<file path="config.mk">
export PLATFORM = sky130hd
export DESIGN_NAME = food_spawn_ctrl_flat
export DESIGN_NICKNAME = d
export VERILOG_FILES = /design/src/rtl/food_spawn_ctrl_pkg.sv /design/src/rtl/food_spawn_ctrl_if.sv /design/src/rtl/food_spawn_ctrl_cursor.sv /design/src/rtl/food_spawn_ctrl.sv /design/src/flat_wrapper.sv
export SDC_FILE = /design/constraint.sdc
export NUM_CORES = 1
export LEC_CHECK = 0
export BUFFER_PORTS_ARGS = -buffer_cell sky130_fd_sc_hd__buf_2
export CAP_MARGIN = 5
export CORE_MARGIN = 2
export CORE_UTILIZATION = 45
export CTS_CLUSTER_SIZE = 24
export DETAILED_ROUTE_END_ITERATION = 12
export PLACE_DENSITY = 0.69
export SLEW_MARGIN = 15
export SYNTH_ARGS = -nofsm -noshare
export SYNTH_HDL_FRONTEND = slang
export SYNTH_HIERARCHICAL = 1
export SYNTH_SLANG_ARGS = --single-unit
</file>
<file path="constraint.sdc">
create_clock -name clk -period 5 [get_ports clk]
set_input_delay 0.5 -clock clk [delete_from_list [all_inputs] [get_ports clk]]
set_output_delay 0.5 -clock clk [all_outputs]
set_load 0.01 [all_outputs]
</file>
<file path="src/rtl/food_spawn_ctrl_pkg.sv">
// Shared snake-grid definitions: default grid geometry, cell coordinate type
// and the food-spawn sequencer state encoding.
package food_spawn_ctrl_pkg;

    localparam int GRID_W_DEF    = 16;
    localparam int GRID_H_DEF    = 16;
    localparam int MAX_TRIES_DEF = 8;
    localparam int X_W           = $clog2(GRID_W_DEF);
    localparam int Y_W           = $clog2(GRID_H_DEF);

    typedef struct packed {
        logic [X_W-1:0] x;
        logic [Y_W-1:0] y;
    } coord_t;

    typedef enum logic [2:0] {
        ST_IDLE,
        ST_SAMPLE,
        ST_QUERY,
        ST_CHECK,
        ST_SCAN_Q,
        ST_SCAN_C,
        ST_FINISH
    } spawn_state_e;

endpackage

</file>
<file path="src/rtl/food_spawn_ctrl_if.sv">
// Bundle between the food spawner, the game FSM, the LFSR and the body RAM.
// The slave side is the spawner itself; the master side is its environment.
interface food_spawn_ctrl_if #(
    parameter int X_W = 4,
    parameter int Y_W = 4
);
    logic           spawn_req;
    logic           clear_food;
    logic [9:0]     random;
    logic           lfsr_step;
    logic [X_W-1:0] occ_x;
    logic [Y_W-1:0] occ_y;
    logic           occ_hit;
    logic [X_W-1:0] food_x;
    logic [Y_W-1:0] food_y;
    logic           food_valid;
    logic           spawn_done;
    logic           grid_full;
    logic           busy;

    modport slave (
        input  spawn_req, clear_food, random, occ_hit,
        output lfsr_step, occ_x, occ_y, food_x, food_y,
               food_valid, spawn_done, grid_full, busy
    );

    modport master (
        output spawn_req, clear_food, random, occ_hit,
        input  lfsr_step, occ_x, occ_y, food_x, food_y,
               food_valid, spawn_done, grid_full, busy
    );
endinterface

</file>
<file path="src/rtl/food_spawn_ctrl_cursor.sv">
// Raster-order scan cursor: loads a start cell, then steps x-first and wraps
// from the last cell back to (0,0).
module raster_cursor #(
    parameter int GRID_W = 16,
    parameter int GRID_H = 16,
    parameter int COL_W  = $clog2(GRID_W),
    parameter int ROW_W  = $clog2(GRID_H)
) (
    input  logic             clk,
    input  logic             reset,
    input  logic             load,
    input  logic [COL_W-1:0] load_x,
    input  logic [ROW_W-1:0] load_y,
    input  logic             advance,
    output logic [COL_W-1:0] cur_x,
    output logic [ROW_W-1:0] cur_y
);
    localparam logic [COL_W-1:0] LAST_X = COL_W'(GRID_W - 1);
    localparam logic [ROW_W-1:0] LAST_Y = ROW_W'(GRID_H - 1);

    always_ff @(posedge clk) begin
        if (reset) begin
            cur_x <= '0;
            cur_y <= '0;
        end else if (load) begin
            cur_x <= load_x;
            cur_y <= load_y;
        end else if (advance) begin
            if (cur_x == LAST_X) begin
                cur_x <= '0;
                cur_y <= (cur_y == LAST_Y) ? '0 : cur_y + 1'b1;
            end else begin
                cur_x <= cur_x + 1'b1;
            end
        end
    end
endmodule

</file>
<file path="src/rtl/food_spawn_ctrl.sv">
// Food spawner: random cell attempts against the body occupancy RAM, with a
// raster-scan fallback once the random attempts are used up.
module food_spawn_ctrl
    import food_spawn_ctrl_pkg::*;
#(
    parameter int GRID_W    = GRID_W_DEF,
    parameter int GRID_H    = GRID_H_DEF,
    parameter int MAX_TRIES = MAX_TRIES_DEF
) (
    input  logic               clk,
    input  logic               reset,
    food_spawn_ctrl_if.slave   bus
);
    localparam int COL_W = $clog2(GRID_W);
    localparam int ROW_W = $clog2(GRID_H);
    localparam int SC_W  = $clog2(GRID_W * GRID_H) + 1;
    localparam logic [COL_W:0]   X_LIM     = (COL_W + 1)'(GRID_W);
    localparam logic [ROW_W:0]   Y_LIM     = (ROW_W + 1)'(GRID_H);
    localparam logic [SC_W-1:0]  SCAN_LAST = SC_W'(GRID_W * GRID_H - 1);
    localparam logic [7:0]       LAST_TRY  = 8'(MAX_TRIES - 1);

    spawn_state_e     state, next_state;
    logic [COL_W-1:0] cand_x, rnd_x, cur_x, cur_load_x;
    logic [ROW_W-1:0] cand_y, rnd_y, cur_y, cur_load_y;
    logic [7:0]       tries;
    logic [SC_W-1:0]  scan_cnt;
    logic             in_range, cur_load, cur_adv;

    assign rnd_x    = bus.random[COL_W-1:0];
    assign rnd_y    = bus.random[COL_W+ROW_W-1:COL_W];
    assign in_range = ({1'b0, rnd_x} < X_LIM) && ({1'b0, rnd_y} < Y_LIM);

    generate
        if (COL_W + ROW_W < 10) begin : g_unused_rnd
            logic unused_rnd;
            assign unused_rnd = ^bus.random[9:COL_W+ROW_W];
        end
    endgenerate

    raster_cursor #(.GRID_W(GRID_W), .GRID_H(GRID_H)) u_cursor (
        .clk     (clk),
        .reset   (reset),
        .load    (cur_load),
        .load_x  (cur_load_x),
        .load_y  (cur_load_y),
        .advance (cur_adv),
        .cur_x   (cur_x),
        .cur_y   (cur_y)
    );

    always_comb begin
        next_state = state;
        cur_load   = 1'b0;
        cur_load_x = cand_x;
        cur_load_y = cand_y;
        cur_adv    = 1'b0;
        case (state)
            ST_IDLE:   if (bus.spawn_req) next_state = ST_SAMPLE;
            ST_SAMPLE: begin
                if (in_range) begin
                    next_state = ST_QUERY;
                end else if (tries == LAST_TRY) begin
                    // No usable candidate to start from, so scan the whole grid from (0,0)
                    cur_load   = 1'b1;
                    cur_load_x = '0;
                    cur_load_y = '0;
                    next_state = ST_SCAN_Q;
                end
            end
            ST_QUERY:  next_state = ST_CHECK;
            ST_CHECK: begin
                if (!bus.occ_hit) begin
                    next_state = ST_FINISH;
                end else if (tries == LAST_TRY) begin
                    cur_load   = 1'b1;
                    next_state = ST_SCAN_Q;
                end else begin
                    next_state = ST_SAMPLE;
                end
            end
            ST_SCAN_Q: next_state = ST_SCAN_C;
            ST_SCAN_C: begin
                if (!bus.occ_hit) begin
                    next_state = ST_FINISH;
                end else begin
                    cur_adv    = 1'b1;
                    next_state = (scan_cnt == SCAN_LAST) ? ST_FINISH : ST_SCAN_Q;
                end
            end
            ST_FINISH: next_state = ST_IDLE;
            default:   next_state = ST_IDLE;
        endcase
    end

    always_comb begin
        bus.lfsr_step  = (state == ST_SAMPLE);
        bus.spawn_done = (state == ST_FINISH);
        bus.busy       = (state != ST_IDLE);
        bus.occ_x      = '0;
        bus.occ_y      = '0;
        if (state == ST_QUERY || state == ST_CHECK) begin
            bus.occ_x = cand_x;
            bus.occ_y = cand_y;
        end else if (state == ST_SCAN_Q || state == ST_SCAN_C) begin
            bus.occ_x = cur_x;
            bus.occ_y = cur_y;
        end
    end

    // A placement in the same cycle as clear_food wins, so it is assigned last.
    always_ff @(posedge clk) begin
        if (reset) begin
            state          <= ST_IDLE;
            cand_x         <= '0;
            cand_y         <= '0;
            tries          <= '0;
            scan_cnt       <= '0;
            bus.food_x     <= '0;
            bus.food_y     <= '0;
            bus.food_valid <= 1'b0;
            bus.grid_full  <= 1'b0;
        end else begin
            state <= next_state;
            if (bus.clear_food) bus.food_valid <= 1'b0;
            case (state)
                ST_IDLE: begin
                    if (bus.spawn_req) begin
                        tries          <= '0;
                        bus.grid_full  <= 1'b0;
                        bus.food_valid <= 1'b0;
                    end
                end
                ST_SAMPLE: begin
                    cand_x <= rnd_x;
                    cand_y <= rnd_y;
                    if (!in_range) tries <= tries + 1'b1;
                end
                ST_CHECK: begin
                    if (!bus.occ_hit) begin
                        bus.food_x     <= cand_x;
                        bus.food_y     <= cand_y;
                        bus.food_valid <= 1'b1;
                    end else begin
                        tries <= tries + 1'b1;
                    end
                end
                ST_SCAN_C: begin
                    if (!bus.occ_hit) begin
                        bus.food_x     <= cur_x;
                        bus.food_y     <= cur_y;
                        bus.food_valid <= 1'b1;
                    end else if (scan_cnt == SCAN_LAST) begin
                        bus.grid_full <= 1'b1;
                    end
                end
                default: ;
            endcase
            if (cur_load)     scan_cnt <= '0;
            else if (cur_adv) scan_cnt <= scan_cnt + 1'b1;
        end
    end
endmodule

</file>
<file path="src/flat_wrapper.sv">
// flat-port wrapper written by rule: the top's interface ports become plain ports
module food_spawn_ctrl_flat import food_spawn_ctrl_pkg::*;
#(
    parameter int GRID_W    = GRID_W_DEF,
    parameter int GRID_H    = GRID_H_DEF,
    parameter int MAX_TRIES = MAX_TRIES_DEF
)
  (clk, reset, bus_spawn_req, bus_clear_food, bus_random, bus_occ_hit, bus_lfsr_step, bus_occ_x, bus_occ_y, bus_food_x, bus_food_y, bus_food_valid, bus_spawn_done, bus_grid_full, bus_busy);
  food_spawn_ctrl_if #(.X_W(X_W), .Y_W(Y_W)) bus_i ();
  input  logic clk;
  input  logic reset;
  input wire logic [$bits(bus_i.spawn_req)-1:0] bus_spawn_req;
  input wire logic [$bits(bus_i.clear_food)-1:0] bus_clear_food;
  input wire logic [$bits(bus_i.random)-1:0] bus_random;
  input wire logic [$bits(bus_i.occ_hit)-1:0] bus_occ_hit;
  output wire logic [$bits(bus_i.lfsr_step)-1:0] bus_lfsr_step;
  output wire logic [$bits(bus_i.occ_x)-1:0] bus_occ_x;
  output wire logic [$bits(bus_i.occ_y)-1:0] bus_occ_y;
  output wire logic [$bits(bus_i.food_x)-1:0] bus_food_x;
  output wire logic [$bits(bus_i.food_y)-1:0] bus_food_y;
  output wire logic [$bits(bus_i.food_valid)-1:0] bus_food_valid;
  output wire logic [$bits(bus_i.spawn_done)-1:0] bus_spawn_done;
  output wire logic [$bits(bus_i.grid_full)-1:0] bus_grid_full;
  output wire logic [$bits(bus_i.busy)-1:0] bus_busy;
  assign bus_i.spawn_req = bus_spawn_req;
  assign bus_i.clear_food = bus_clear_food;
  assign bus_i.random = bus_random;
  assign bus_i.occ_hit = bus_occ_hit;
  assign bus_lfsr_step = bus_i.lfsr_step;
  assign bus_occ_x = bus_i.occ_x;
  assign bus_occ_y = bus_i.occ_y;
  assign bus_food_x = bus_i.food_x;
  assign bus_food_y = bus_i.food_y;
  assign bus_food_valid = bus_i.food_valid;
  assign bus_spawn_done = bus_i.spawn_done;
  assign bus_grid_full = bus_i.grid_full;
  assign bus_busy = bus_i.busy;
  food_spawn_ctrl #(.GRID_W(GRID_W), .GRID_H(GRID_H), .MAX_TRIES(MAX_TRIES)) u_core (.clk(clk), .reset(reset), .bus(bus_i));
endmodule
</file>
==> flow_summary.yaml, run 1 <==
run:
  maxCapViolations: 0
synthesis:
  synth-compound-area-share_pct: 23.7
  synth_simple_gate_area_share_pct: 20.2
  synth_ff_type: "dfxtp_1"
  yosysTopAreaCell: "dfxtp_1"
  netlist_area_mm2: 0.00246
  ys_warn_count: 6
  async_flop_share_pct: 0
  syn_area_per_cell_um2: 9.05
  synth_edf_count: 0
  synth.distinct_cells: 51
  synth_top_area_share_pct: 37.4
  synth-xor-area-share_pct: 1.07
  synth_fa_ha_area_share_pct: 2.54
  syn_nets: 292
  seq_area_frac_synth_pct: 37.4
  synth_seq_cells: 46
  synthCells: 272
  synth_mux_area_share_pct: 9.40
  synth_area_leaders: "dfxtp_1 (37%), mux2i_1 (8.9%), a211oi_1 (4.6%)"
  synth_top_family_by_area: "compound AO/OA/AOI/OAI gates"
clock_network:
  cts_resized: 0
  cts_tree: "done"
  post_cts_buffers: 0
  cts_buffer_depth: 2
  numCtsBuffers: 5
  cts_hold_buf: 0
  cts_max_level: 2
  root_buffer: "clkbuf_8"
  clkLatencyLatePin_ns: 0.30
  clock-sinks: 46
  path_clk_slew_ns: 0.09
finish:
  ff_latch_area_um2: 921
  nFillCells: 512
  final_core_util_pct: 52.4
  n_antenna_cell: 0
  nets: 314
  multiInputGateArea_mm2: 0.00140
  area_growth_pct: 10.8
  layout-drive-gt1-share_pct: 17.6
global_routing:
  antenna_found_initial: 0
  grt_overflow: 0
  grt_max_degree: 38
  grt_pass1_wl_um: 8400
  grt_pass1_vias: 1794
  grt_use_total_pct: 17.2
worst_setup_path:
  critPathKind: "reg2reg"
  crit_path_max_fanout: 16
  crit_buf_inv: 1
  slowest_stage: "nor2_1"
  cp_common_cell: "nor2_1"
  max_stage_delay_ns: 0.77
  cp_top_family: "simple AND/OR/NAND/NOR gates"
  required_ns: 5.16
  cp-end-kind: "flop"
  cp.arrival_ns: 3.06
  startpoint_type: "flop"
  r2r_slack_ns: 2.10
  cp_cell_sequence: "nand4b_1 > nor2_1 > clkinv_1 > nor2_1 > a311oi_1"
die:
  die_y_um: 78.0
  ios: 36
  initial_core_util_pct: 47.3
  core-area_mm2: 0.00520
  die_x_um: 78.0
  dieArea_mm2: 0.00608
  num_rows: 26
placed_design:
  io_buffer_count: 33
  hpwl_um: 3620
  finalWeightedCongestion: 0.792
min_path:
  hold_class: "in2reg"
timing:
  setup-tns-final_ns: 0
  skew_ns: 0.00859
  slew-limit-headroom_pct: 51.6
  drv_slew: 0
  whs_ns: 0.431
  worst_pin_slew_ns: 0.722
  min_period_ns: 2.90
  setup_viol: 0
  fmax_ghz: 0.345
  final_hold_viol_count: 0
  rsz0062_at_grt: "no"
  fin_crit_sh_pct: 58.0
power_and_ir_drop:
  power.leakage_uw: 0.000931
  ir_drop_mv: 0.108
  power_density_mw_per_mm2: 253
routing:
  wirelength_um: 5190
  wl_per_cell_um: 14.2
  drt_pre_antenna_iters: 4
  avgViaCountPerCell: 5.73
  route.vias.total: 2092
  drc_errors: 0
  detail-route-antenna-nets: 0
  drt_first_iter_violations: 151
run_status:
  status: "completed"
[kinds of logic (layout without fill, tap and decap cells)]
kind of cell,after synthesis,count (layout)
AND/OR/NAND/NOR,85,85
multiplexers,23,23
flip-flops,46,46
XOR/XNOR,3,3
adder cells (fa/ha/maj),5,5
buffers and inverters,33,56
AO/OA/AOI/OAI,77,77
[cells in the mapped netlist, drive strengths merged (8+ instances only)]
library cell,instances
dfxtp,46
mux2i,22
a21oi,21
a211oi,16
nor2,16
nand2,15
nand3,15
inv,13
clkbuf,11
a22o,8
buf,8
[metal layers]
layer	wire, µm	up-vias	track usage, %
met2	2300	24	26.5
met5	0	-	0
met3	147	7	4.53
li1	-	1065	-
met4	61	0	5.26
met1	2670	996	23.4
[power breakdown]
group          total (µW)  switching (µW)  leakage, µW  internal, µW
Clock                 233             133    0.0000408           100
Combinational        68.7            41.3     0.000518          27.5
Sequential            388            12.9     0.000372           375
[state kept, by name (all words and copies together), names as in the netlist]
register               flops
u_core/bus.food_x          4
u_core/bus.food_y          4
u_core/u_cursor/cur_x      4
u_core/state               3
u_core/cand_x              4
u_core/u_cursor/cur_y      4
u_core/tries               8
u_core/bus.grid_full       1
u_core/scan_cnt            9
u_core/bus.food_valid      1
u_core/cand_y              4
[stage by stage]
step / power [µW] / cells / area, µm² / worst slack, ns
after global routing: 726 / 365 / 2730 / 1.87
final: 690 / 365 / 2730 / 2.10
after detailed placement: 466 / 357 / 2640 / 2.16
after global placement: 464 / 357 / 2640 / 2.20
after floorplan: 446 / 272 / 2460 / 2.97
after CTS: 699 / 365 / 2730 / 2.14
[tightest hold or removal path: stages]
cell	delay (ns)
buf_2	0.07
mux2i_1	0.05
nor2_1	0.07
[layout by cell type, fill, tap and decap left out, types with 2 or more instances in the layout]
master      count
a221oi_1        3
nor2b_1         5
a21oi_1        21
ha_1            5
or3_1           7
nand4b_1        2
inv_1          13
a22o_1          8
nor2_1         16
a311oi_1        4
buf_2          33
nand2_1        15
nand3_1        15
xor2_1          2
a21o_1          3
o21ai_0         6
clkinvlp_4      2
a2111oi_4       2
clkbuf_8        5
or4_1           6
nand3b_1        5
a211oi_1       15
nor3_1          2
nor3b_1         3
dfxtp_1        46
o31ai_1         5
mux2i_1        22
[worst paths after layout]
path                   startpoint                       end  cells past startpoint
max               u_core/state[1]  u_core/u_cursor/cur_y[1]                      5
min                 bus_random[4]          u_core/cand_y[0]                      3
max reg2reg       u_core/state[1]  u_core/u_cursor/cur_y[1]                      5
min reg2reg  u_core/bus.grid_full      u_core/bus.grid_full                      2
[layout make-up]
| cell class | instances | share of cell area (%) |
|---|---|---|
| Multi-Input combinational cell | 193 | 51.4 |
| Inverter | 14 | 1.93 |
| Sequential cell | 46 | 33.7 |
| Clock inverter | 3 | 0.871 |
| Timing Repair Buffer | 34 | 6.33 |
| Clock buffer | 5 | 2.52 |
| Tap cell | 70 | 3.21 |
Power figures use the tool's default switching activity.
==> run 2: changes to the inputs <==
==> constraint.sdc (replaced) <==
create_clock -name clk -period 2.7 [get_ports clk]
set_input_delay 0.27 -clock clk [delete_from_list [all_inputs] [get_ports clk]]
set_output_delay 0.27 -clock clk [all_outputs]
set_load 0.01 [all_outputs]
==> flow_summary.yaml, run 2 (synthesized netlist as in run 1, its figures left out) <==
placed_design:
  placed_cells: 364
  finalWeightedCongestion: 0.814
  hpwl_um: 3680
  io_buffer_count: 33
power_and_ir_drop:
  clkPwrFrac_pct: 37.2
  swShare_pct: 24.2
  p_int_uw: 1030
  combinationalPowerShare_pct: 9.8
  fin_total_pwr_uw: 1360
  switchingPower_uw: 328
  power_density_mw_per_mm2: 485
  power.leakage_uw: 0.000977
  ir_drop_mv: 0.225
  seq_power_share_pct: 53.0
timing:
  worst_pin_slew_ns: 0.675
  drv_slew: 0
  setup-tns-final_ns: 0
  setup_viol: 0
  fin_crit_sh_pct: 82.1
  slew-limit-headroom_pct: 54.9
  skew_ns: 0.00674
  fmax_ghz: 0.451
  whs_ns: 0.208
  rsz0062_at_grt: "no"
  min_period_ns: 2.22
  final_hold_viol_count: 0
routing:
  wirelength_um: 5320
  drt_first_iter_violations: 178
  avgViaCountPerCell: 5.67
  detail-route-antenna-nets: 0
  route.vias.total: 2110
  drc_errors: 0
  wl_per_cell_um: 14.3
  drt_pre_antenna_iters: 4
clock_network:
  clkLatencyLatePin_ns: 0.30
  path_clk_slew_ns: 0.08
  numCtsBuffers: 5
  clock-sinks: 46
  cts_resized: 0
  cts_tree: "done"
  cts_hold_buf: 0
  post_cts_buffers: 0
  cts_buffer_depth: 2
  root_buffer: "clkbuf_8"
  cts_max_level: 2
die:
  ios: 36
  die_y_um: 78.0
  initial_core_util_pct: 47.3
  die_x_um: 78.0
  num_rows: 26
  core-area_mm2: 0.00520
  dieArea_mm2: 0.00608
worst_setup_path:
  critPathKind: "reg2out"
  worst_r2r_path_depth: 6
  timing.rr.start: "u_core/tries[0]"
  required_ns: 2.43
  crit_path_max_fanout: 16
  cp-end-kind: "output pin"
  startpoint_type: "flop"
  startpoint: "u_core/state[2]"
  endpoint: "bus_occ_x[0]"
  r2r-end: "u_core/u_cursor/cur_y[1]"
  cp.arrival_ns: 1.95
  r2r_slack_ns: 0.52
finish:
  top_register: "u_core/scan_cnt"
  largest_reg_flops: 9
  area_growth_pct: 13.5
  nets: 321
  nFillCells: 504
  top_regs: "u_core/scan_cnt: 9 flops, u_core/tries: 8 flops"
  n_antenna_cell: 0
  layout_commonest_cell: "dfxtp_1"
  mostFrequentLayoutCells: "dfxtp_1 (46), buf_2 (33), mux2i_1 (22), a21oi_1 (21), nor2_1 (16)"
  instances_no_fill: 372
  layout-drive-gt1-share_pct: 18.9
global_routing:
  antenna_found_initial: 0
  grt_max_degree: 37
  grt_overflow: 0
  grt_use_total_pct: 18.5
  grt_pass1_vias: 1914
  grt_pass1_wl_um: 9180
run:
  maxCapViolations: 0
run_status:
  status: "completed"
min_path:
  hold_start: "bus_random[5]"
  hold_class: "in2reg"
run 2: worst max-delay path, stage by stage, from the launching register on:
cell and delay [ns]:
dfxtp_1 0.62, nor2b_1 0.62, a22o_1 0.27, buf_2 0.14
run 2: power groups by stage:
stage                     clock network [µW]  logic (µW)  registers [µW]
after floorplan                            0         100             726
after global placement                     0         131             734
after detailed placement                   0         134             734
after CTS                                523         134             718
after global routing                     550         149             723
final                                    504         133             718
run 2: worst min-delay path by stage:
stage | endpoint | slack [ns] | depth (start not counted)
after CTS | u_core/cand_x[1] | 0.20 | 3
after global placement | u_core/bus.grid_full | 0.43 | 2
after floorplan | u_core/state[2] | 0.38 | 1
after global routing | u_core/cand_y[3] | 0.21 | 3
after detailed placement | u_core/bus.grid_full | 0.44 | 2
final | u_core/cand_y[1] | 0.21 | 3
run 2: metrics by stage:
stage	util [%]	worst slack [ns]	cell area, µm²
floorplan	-	0.669	2460
global placement	51.7	0.605	2690
detailed placement	51.7	0.590	2690
CTS	53.7	0.475	2800
global route	53.7	0.313	2800
finish	53.7	0.483	2800
run 2: area by class of cell:
| type | instances | area [µm²] | share of cell area, % |
|---|---|---|---|
| Multi-Input combinational cell | 193 | 1400 | 50.2 |
| Sequential cell | 46 | 921 | 32.9 |
| Timing Repair Buffer | 41 | 225 | 8.06 |
| Tap cell | 70 | 87.6 | 3.13 |
| Clock buffer | 7 | 76.3 | 2.73 |
| Inverter | 14 | 52.6 | 1.88 |
| Clock inverter | 1 | 30.0 | 1.07 |
run 2: metal layers:
layer / global-route usage (%) / wire, µm
met5: 0 / 0
met4: 5.44 / 57
met3: 3.95 / 199
met2: 28.4 / 2400
met1: 26.2 / 2660
==> run 3: changes to the inputs <==
--- a/config.mk
+++ b/config.mk
@@ -5,13 +5,14 @@
 export SDC_FILE = /design/constraint.sdc
 export NUM_CORES = 1
 export LEC_CHECK = 0
+export ABC_AREA = 1
 export BUFFER_PORTS_ARGS = -buffer_cell sky130_fd_sc_hd__buf_2
 export CAP_MARGIN = 5
 export CORE_MARGIN = 2
 export CORE_UTILIZATION = 45
 export CTS_CLUSTER_SIZE = 24
 export DETAILED_ROUTE_END_ITERATION = 12
-export PLACE_DENSITY = 0.69
+export PLACE_DENSITY = 0.72
 export SLEW_MARGIN = 15
 export SYNTH_ARGS = -nofsm -noshare
 export SYNTH_HDL_FRONTEND = slang
==> constraint.sdc (replaced) <==
create_clock -name clk -period 2 [get_ports clk]
set_input_delay 0.2 -clock clk [delete_from_list [all_inputs] [get_ports clk]]
set_output_delay 0.2 -clock clk [all_outputs]
set_load 0.01 [all_outputs]
==> flow_summary.yaml, run 3 <==
finish:
  multiInputGateArea_mm2: 0.00132
  mostFrequentLayoutCells: "nand2_1 (84), inv_1 (45), dfxtp_1 (45), nor2_1 (40), buf_2 (33)"
  layout-drive-gt1-share_pct: 17.8
  nFillCells: 541
  final_core_util_pct: 53.9
  area_growth_pct: 13.7
  nets: 424
  top_regs: "u_core/scan_cnt: 9 flops, u_core/tries: 8 flops"
  layout_commonest_cell: "nand2_1"
  n_antenna_cell: 0
  largest_reg_flops: 9
  top_register: "u_core/scan_cnt"
  ff_latch_area_um2: 922
global_routing:
  grt_pass1_wl_um: 9290
  grt_max_degree: 18
  grt_overflow: 0
  grt_use_total_pct: 19.1
  grt_pass1_vias: 2121
  antenna_found_initial: 0
run_status:
  status: "completed"
worst_setup_path:
  r2r_slack_ns: 0.19
  timing.rr.start: "u_core/tries[0]"
  crit_path_max_fanout: 17
  r2r-end: "u_core/u_cursor/cur_x[3]"
  startpoint_type: "flop"
  cp.arrival_ns: 1.62
  worst_r2r_path_depth: 11
  cp-end-kind: "output pin"
  critPathKind: "reg2out"
  required_ns: 1.80
synthesis:
  synth.distinct_cells: 30
  synth_top_area_share_pct: 37.3
  synth_ff_type: "dfxtp_1"
  synth_area_leaders: "dfxtp_1 (37%), nand2_1 (13%), inv_1 (7.0%)"
  synth-compound-area-share_pct: 15.7
  synth_mux_area_share_pct: 0
  synth_simple_gate_area_share_pct: 34.5
  seq_area_frac_synth_pct: 37.3
  synth_fa_ha_area_share_pct: 2.53
  syn_nets: 384
  netlist_area_mm2: 0.00247
  yosysTopAreaCell: "dfxtp_1"
  post-synth-top-count-cell: "nand2_1"
  synthCells: 364
  synth-xor-area-share_pct: 0.355
  ys_warn_count: 6
  async_flop_share_pct: 0
  syn_area_per_cell_um2: 6.78
  synth_common_cells: "nand2_1 (85), dfxtp_1 (46), inv_1 (46)"
  synth_edf_count: 0
  synth_top_family_by_area: "simple AND/OR/NAND/NOR gates"
  synth_seq_cells: 46
power_and_ir_drop:
  power_density_mw_per_mm2: 666
  seq_power_share_pct: 53.7
  ir_drop_mv: 0.438
  power.leakage_uw: 0.00133
  switchingPower_uw: 555
  p_int_uw: 1310
  clkPwrFrac_pct: 29.1
  swShare_pct: 29.7
  combinationalPowerShare_pct: 17.2
die:
  num_rows: 26
  die_x_um: 78.1
  dieArea_mm2: 0.00609
  core-area_mm2: 0.00520
  die_y_um: 78.1
  initial_core_util_pct: 47.4
  ios: 36
clock_network:
  post_cts_buffers: 0
  path_clk_slew_ns: 0.08
  clock-sinks: 46
  root_buffer: "clkbuf_8"
  cts_tree: "done"
  numCtsBuffers: 5
  cts_buffer_depth: 2
  cts_max_level: 2
  clkLatencyLatePin_ns: 0.30
routing:
  dr_wl_met3_um: 244
  drc_errors: 0
  wirelength_um: 5650
  route.vias.total: 2391
  wl_per_cell_um: 11.9
  highest_layer: "met4"
  dr_wl_met2_um: 2500
  drt_pre_antenna_iters: 4
  wl_met1_um: 2840
  drt_first_iter_violations: 145
  detail-route-antenna-nets: 0
  avgViaCountPerCell: 5.04
timing:
  fmax_ghz: 0.550
  fin_crit_sh_pct: 90.8
  final_hold_viol_count: 0
  worst_pin_slew_ns: 0.537
  setup_viol: 0
  setup-tns-final_ns: 0
  min_period_ns: 1.82
  drv_slew: 0
  slew-limit-headroom_pct: 64.1
  skew_ns: 0.00751
  rsz0062_at_grt: "no"
placed_design:
  hpwl_um: 4120
  finalWeightedCongestion: 0.881
  io_buffer_count: 33
min_path:
  hold_path_depth: 3
  min_to: "u_core/cand_x[0]"
  hold_start: "bus_random[0]"
  hold_class: "in2reg"
run:
  maxCapViolations: 0
[run 3: changes by cell type in the layout (fill, tap and decap cells not counted), sizes merged, moves of 11 or more]
cell / previous run / this run
nor2: 16 / 45
nand2: 15 / 95
o21ai: 7 / 34
inv: 13 / 52
mux2i: 22 / 0
a211oi: 16 / 0
a21oi: 21 / 32
[run 3: cell families (layout without fill, tap and decap cells)]
logic type,count (synthesis),count (layout)
AO/OA/AOI/OAI,73,73
XOR/XNOR,1,1
adder cells (fa/ha/maj),5,5
buffers and inverters,58,98
flip-flops,46,46
AND/OR/NAND/NOR,181,181
[run 3: critical path, stage by stage (launching register included)]
cell and delay, ns:
dfxtp_1 0.49, nor2_1 0.12, nand2_1 0.42, inv_1 0.12
buf_2 0.16
[run 3: power by group through the flow]
stage / combinational (µW) / clock (µW) / sequential, µW
4_1_cts: 322 / 561 / 1000
6_report: 321 / 544 / 1000
5_1_grt: 362 / 587 / 1010
2_1_floorplan: 213 / 0 / 1020
3_3_place_gp: 314 / 0 / 1020
3_5_place_dp: 321 / 0 / 1020
[run 3: metrics by stage]
step / power, µW / hold WS, ns / setup WS [ns] / instances / instance area, µm²
6_report: 1870 / 0.156 / 0.183 / 474 / 2810
2_1_floorplan: 1230 / 0.262 / 0.324 / 364 / 2470
4_1_cts: 1880 / 0.152 / 0.0791 / 474 / 2800
3_5_place_dp: 1340 / 0.454 / 0.0913 / 467 / 2730
3_3_place_gp: 1340 / 0.452 / 0.200 / 467 / 2730
5_1_grt: 1960 / 0.202 / 0.0103 / 474 / 2810
[run 3: area by class of cell]
class | count | area share (%)
inverter | 52 | 6.95
tap | 70 | 3.12
sequential | 46 | 32.8
clock buffer | 7 | 2.72
multi-input combinational | 260 | 46.9
timing repair buffer | 39 | 7.49
[run 3: worst max path at each step]
stage / from / end / slack, ns / depth (start not counted)
CTS: u_core/tries[0] / u_core/u_cursor/cur_y[3] / 0.08 / 13
detailed placement: u_core/tries[0] / u_core/u_cursor/cur_y[3] / 0.09 / 13
global placement: u_core/tries[0] / u_core/u_cursor/cur_y[3] / 0.20 / 13
global route: u_core/state[2] / bus_lfsr_step / 0.01 / 4
floorplan: u_core/tries[0] / u_core/u_cursor/cur_y[3] / 0.32 / 12
finish: u_core/state[2] / bus_lfsr_step / 0.18 / 4
[run 3: per-layer routing]
metal / GRT usage [%] / up-vias
li1: - / 1258
met1: 25.6 / 1086
met2: 29.9 / 37
met3: 4.14 / 10
met4: 7.54 / 0
met5: 0 / -
[run 3: repair_timing]
item / CTS / global route
endpoints found under the hold margin: 0 / 0
setup endpoints to repair: 0 / 8
gates resized for setup: 0 / 4
hold buffers: 0 / 0
